## src/rtl/sprite_mover.sv

```systemverilog
// Turns edge-detected move requests into an erase/redraw handshake with the sprite drawer.
// Owns the clamped sprite position and buffers one move that arrives while a redraw is in flight.
module sprite_mover #(
    parameter int unsigned STEP   = 4,
    parameter int unsigned X_INIT = 0,
    parameter int unsigned Y_INIT = 16,
    parameter int unsigned X_MIN  = 0,
    parameter int unsigned Y_MIN  = 16,
    parameter int unsigned X_MAX  = 316,
    parameter int unsigned Y_MAX  = 236
) (
    input  logic       clk,
    input  logic       resetn,
    input  logic       move,
    input  logic [1:0] dir,
    input  logic       done_draw,
    output logic       draw_bg,
    output logic       draw_char,
    output logic [8:0] x_pos,
    output logic [7:0] y_pos,
    output logic       busy
);

    typedef enum logic [2:0] {
        StBoot,
        StIdle,
        StErase,
        StEraseRel,
        StDraw,
        StDrawRel
    } state_t;

    localparam logic [9:0] Step10  = 10'(STEP);
    localparam logic [9:0] XMin10  = 10'(X_MIN);
    localparam logic [9:0] YMin10  = 10'(Y_MIN);
    localparam logic [9:0] XMax10  = 10'(X_MAX);
    localparam logic [9:0] YMax10  = 10'(Y_MAX);
    localparam logic [9:0] XLoLim  = 10'(X_MIN + STEP);
    localparam logic [9:0] YLoLim  = 10'(Y_MIN + STEP);
    localparam logic [9:0] XHiLim  = 10'(X_MAX - STEP);
    localparam logic [9:0] YHiLim  = 10'(Y_MAX - STEP);

    state_t     state_q;
    logic [8:0] x_q, tgt_x_q;
    logic [7:0] y_q, tgt_y_q;
    logic       move_d_q;
    logic       pend_valid_q;
    logic [1:0] pend_dir_q;

    logic       move_edge;
    logic       have_dir;
    logic [1:0] eval_dir;
    logic [9:0] x_ext, y_ext, nx_ext, ny_ext;
    logic [8:0] nx;
    logic [7:0] ny;
    logic       blocked;

    assign move_edge = move & ~move_d_q;

    // A fresh edge in DRAW_REL outranks the buffered move.
    always_comb begin
        have_dir = 1'b0;
        eval_dir = dir;
        if (state_q == StIdle) begin
            have_dir = move_edge;
        end else if (state_q == StDrawRel) begin
            if (move_edge) begin
                have_dir = 1'b1;
            end else if (pend_valid_q) begin
                have_dir = 1'b1;
                eval_dir = pend_dir_q;
            end
        end
    end

    always_comb begin
        x_ext  = {1'b0, x_q};
        y_ext  = {2'b00, y_q};
        nx_ext = x_ext;
        ny_ext = y_ext;
        unique case (eval_dir)
            2'b00: ny_ext = (y_ext < YLoLim) ? YMin10 : y_ext - Step10;
            2'b01: ny_ext = (y_ext > YHiLim) ? YMax10 : y_ext + Step10;
            2'b10: nx_ext = (x_ext < XLoLim) ? XMin10 : x_ext - Step10;
            2'b11: nx_ext = (x_ext > XHiLim) ? XMax10 : x_ext + Step10;
            default: ;
        endcase
        nx      = nx_ext[8:0];
        ny      = ny_ext[7:0];
        blocked = (nx == x_q) && (ny == y_q);
    end

    always_ff @(posedge clk) begin
        if (!resetn) begin
            state_q      <= StBoot;
            x_q          <= 9'(X_INIT);
            y_q          <= 8'(Y_INIT);
            tgt_x_q      <= 9'(X_INIT);
            tgt_y_q      <= 8'(Y_INIT);
            move_d_q     <= 1'b0;
            pend_valid_q <= 1'b0;
            pend_dir_q   <= 2'b00;
        end else begin
            move_d_q <= move;
            if (move_edge && state_q != StIdle) begin
                pend_valid_q <= 1'b1;
                pend_dir_q   <= dir;
            end
            case (state_q)
                StBoot: state_q <= StDraw;
                StIdle: begin
                    if (move_edge && !blocked) begin
                        tgt_x_q <= nx;
                        tgt_y_q <= ny;
                        state_q <= StErase;
                    end
                end
                StErase: if (done_draw) state_q <= StEraseRel;
                StEraseRel: begin
                    if (!done_draw) begin
                        x_q     <= tgt_x_q;
                        y_q     <= tgt_y_q;
                        state_q <= StDraw;
                    end
                end
                StDraw: if (done_draw) state_q <= StDrawRel;
                StDrawRel: begin
                    if (!done_draw) begin
                        if (have_dir) begin
                            // Consumes the edge or the buffer; overrides the set above.
                            pend_valid_q <= 1'b0;
                            if (!blocked) begin
                                tgt_x_q <= nx;
                                tgt_y_q <= ny;
                                state_q <= StErase;
                            end else begin
                                state_q <= StIdle;
                            end
                        end else begin
                            state_q <= StIdle;
                        end
                    end
                end
                default: state_q <= StBoot;
            endcase
        end
    end

    assign draw_bg   = (state_q == StErase);
    assign draw_char = (state_q == StDraw);
    assign busy      = (state_q != StIdle);
    assign x_pos     = x_q;
    assign y_pos     = y_q;

endmodule
```

## config.mk

```make
export PLATFORM = sky130hd
export DESIGN_NAME = sprite_mover
export DESIGN_NICKNAME = d
export VERILOG_FILES = /design/src/rtl/sprite_mover.sv
export SDC_FILE = /design/constraint.sdc
export NUM_CORES = 1
export LEC_CHECK = 0
export ABC_AREA = 0
export BUFFER_PORTS_ARGS = -buffer_cell sky130_fd_sc_hd__buf_2
export CORE_AREA = 2 2 77 79
export CTS_BUF_LIST = sky130_fd_sc_hd__clkbuf_16
export DETAILED_ROUTE_END_ITERATION = 16
export DIE_AREA = 0 0 79 81
export PLACE_DENSITY = 0.8
export SYNTH_ARGS = -nofsm -noshare
export SYNTH_HDL_FRONTEND = slang
export SYNTH_SLANG_ARGS = --single-unit
```

## constraint.sdc

```tcl
create_clock -name clk -period 6.4 [get_ports clk]
set_input_delay 0 -clock clk [delete_from_list [all_inputs] [get_ports clk]]
set_output_delay 0 -clock clk [all_outputs]
set_load 0.05 [all_outputs]
```

==> reports/metrics.yaml <==
buf_inv_stages_crit_path: 0
worst_r2r_endpoint: "tgt_x_q[7]"
post-route-min-period_ns: 3.98
globalRouteTotalUtil: 0.246
layout.core_utilization: 0.571
ir_worst_vdd_v: 0.000204
ys_dominant_reg_cell: "sky130_fd_sc_hd__dfxtp_1"
grt_antenna_before_repair: 0
synth_cells: 408
clock_skew_ns: 0.00504
later_pin_clock_latency_in_the_skew_report_ns: 0.28
ctsLongestPathBuffers: 2
initial_core_util: 0.525
drc: 0
clockRootBuffer: "sky130_fd_sc_hd__clkbuf_16"
cpPeakStageDelay_ns: 0.81
post_route_cells_drive_above_1_share: 0.115
number_of_pins_with_negative_max_slew_slack_in_the_final_report: 0
post_synth_instance_area_um2: 2980
ys.warnings.count: 0
io_pins: 26
worst_r2r_path_depth: 8
first_global_vias: 2636
detail_route.wirelength_mm: 7.57
antenna_left: 0
rsz0062_at_grt: "no"
preCtsSetupSlack_ns: 2.48
total_power_density_per_cell_area_nw_per_um2: 235
buffer_ports.inserted: 25
vias: 2995
path_max_fanout: 18
worstSetupEndpoint: "tgt_x_q[7]"
postCtsHoldBufs: 1
synthToLayoutAreaGrowth_pct: 8.69
gr-total-overflow: 0
critical_path_required_ns: 6.57
multi_input_comb_area_um2: 1940
dominant_cell_by_count_in_the_synthesized_netlist: "sky130_fd_sc_hd__nand2_1"
timing.hold.worst.class: "in2reg"
register_area_um2: 821
outcome: "complete, no violations"
synth_top_cell_by_area: "sky130_fd_sc_hd__dfxtp_1"
cts_num_sinks: 41
hold_fails_final_rpt: 0
asyncSetResetFlopFracSynth: 0
detail_route.vias_per_cell: 6.20
synth.yosys.seq_area_share: 0.275
worst-slew-pin-transition_ns: 1.06
worstPathCellList: "and3b_1, and4_4, nor2_1, o21ai_0, xnor2_1, a211o_1, o211ai_4, mux2_2"
setup_viol: 0
grt_first_pass_wirelength_mm: 12.6
tritoncts: "yes"
dieWidth_um: 79
layout_setup_ws_ns: 2.42
ctsHtreeMaxLevel: 2
netlist_top_cells_area: "sky130_fd_sc_hd__dfxtp_1 28%, sky130_fd_sc_hd__nand2_1 9.8%, sky130_fd_sc_hd__mux2i_1 6.4%, sky130_fd_sc_hd__a21boi_0 4.8%, sky130_fd_sc_hd__o21ai_0 4.2%"
arr_time_crit_path_ns: 4.15
post_cts.resized_instances: 0
final_cycle_utilization_of_the_critical_path: 0.622
hpwl_mm: 5.23
critical-path-top-delay-family: "compound AO/OA/AOI/OAI gates"
final_net_count: 419
tns_ns: 0
antenna_cells: 0
finalWeightedCongestion: 0.907
placeableCoreArea_um2: 5680
synth_area_per_inst_um2: 7.30
routedWlPerCell_um: 15.7
floorplan.die.height_um: 81
synth_top_cells_by_count: "78 x sky130_fd_sc_hd__nand2_1, 41 x sky130_fd_sc_hd__dfxtp_1, 29 x sky130_fd_sc_hd__clkbuf_1"
kind_of_critical_path: "reg2reg"
r2r_setup_slk_ns: 2.42
rows: 28
crit-reg2reg-launch: "state_q[1]"
power_leakage_nw: 1.31
cp_num_cells: 8
synth-seq-cells: 41
synth-edff-count: 0
drt_pre_antenna_iters: 7
crit_start: "state_q[1]"
drv_cap: 0
fraction_of_synthesized_cell_area_taken_by_the_top_area_cell_type: 0.275
worst_path_max_delay_cell: "sky130_fd_sc_hd__nor2_1"
cts.reportedPaths.clkPinSlew_ns: 0.06
synth_nets: 420
maxSlewHeadroom: 0.288
yosysUniqueCellTypes: 60
post-cts-setup-buffer-count: 0
critical_path_launch_point_type: "register"
fin_hold_ws_ns: 0.00888
detailedRoute.firstIterationViolations: 371
numCtsBuffers: 5
die_area_um2: 6400
worst_setup_path_end_kind: "register"
maximum_number_of_pins_on_one_net_before_global_route_repair: 58
fillers: 569
upper_clock_frequency_limit_mhz: 251
==> layout by cell type, fill, tap and decap left out, drive strengths merged, types with 5 or more instances in the layout <==
cell and count:
ha 6, and2 5, a31oi 7, buf 26, nor2 24, o22ai 5, nor3 13, o211ai 8
nand2b 6, dfxtp 41, nand2 78, o21ai 25, inv 13, o221ai 5, clkbuf 5, nand3 18
mux2i 19, a21oi 19, a21boi 19
==> kinds of logic (layout without fill, tap and decap cells) <==
| group | Yosys count | count (layout) | share of synthesized area |
|---|---|---|---|
| XOR/XNOR | 4 | 4 | 0.0118 |
| adder cells (fa/ha/maj) | 6 | 6 | 0.0252 |
| buffers and inverters | 48 | 48 | 0.0726 |
| flip-flops | 41 | 41 | 0.275 |
| AO/OA/AOI/OAI | 116 | 116 | 0.270 |
| multiplexers | 23 | 23 | 0.0789 |
| AND/OR/NAND/NOR | 170 | 170 | 0.266 |
==> sequential cells by signal (all words and copies together) (netlist names) <==
signal,count
tgt_y_q,8
move_d_q,1
pend_dir_q,2
x_pos,9
y_pos,8
pend_valid_q,1
tgt_x_q,9
state_q,3
==> power breakdown <==
group / total [mW] / internal, mW / switching, mW
registers: 0.289 / 0.265 / 0.0235
clock network: 0.323 / 0.223 / 0.100
logic: 0.148 / 0.0537 / 0.0946
==> worst min path at each step <==
stage | depth (start not counted) | startpoint | endpoint | slack, ns
after global placement | 2 | move | move_d_q | 0.23
after detailed placement | 2 | move | move_d_q | 0.25
final | 3 | dir[0] | pend_dir_q[0] | 0.009
after CTS | 3 | dir[0] | pend_dir_q[0] | 0.009
after floorplan | 1 | move | move_d_q | 0.12
after global routing | 3 | dir[0] | pend_dir_q[0] | 0.04
==> worst reg2reg max path, delay by kind of cell, from the launching register on <==
family,cells,cell delay [ns]
and+or+nand+nor,3,1.35
muxes,1,0.42
xor gates and xnor gates,1,0.19
DFF,1,0.56
AOI/OAI and AO/OA,3,1.35
==> layer usage <==
layer  track usage  up-vias  wire length [um]
li1              -     1464                 -
met1         0.318     1373              3250
met3        0.0422       19               503
met5             0        -                 0
met4        0.0897        0               186
met2         0.414      139              3630
==> area by class of cell <==
cell class                 count  share of cell area
clock buffer                   5              0.0386
clock inverter                 3              0.0201
inverter                      13              0.0151
multi-input combinational    319               0.600
sequential                    41               0.253
tap                           75              0.0290
timing repair buffer          27              0.0440
==> stage by stage <==
stage                     area (um^2)  total power [mW]  instances
after floorplan                  2980             0.417        408
after global placement           3040             0.436        474
after detailed placement         3040             0.441        474
after CTS                        3240             0.767        483
after global routing             3240             0.793        483
final                            3240             0.760        483
(Power assumes the default switching activity.)
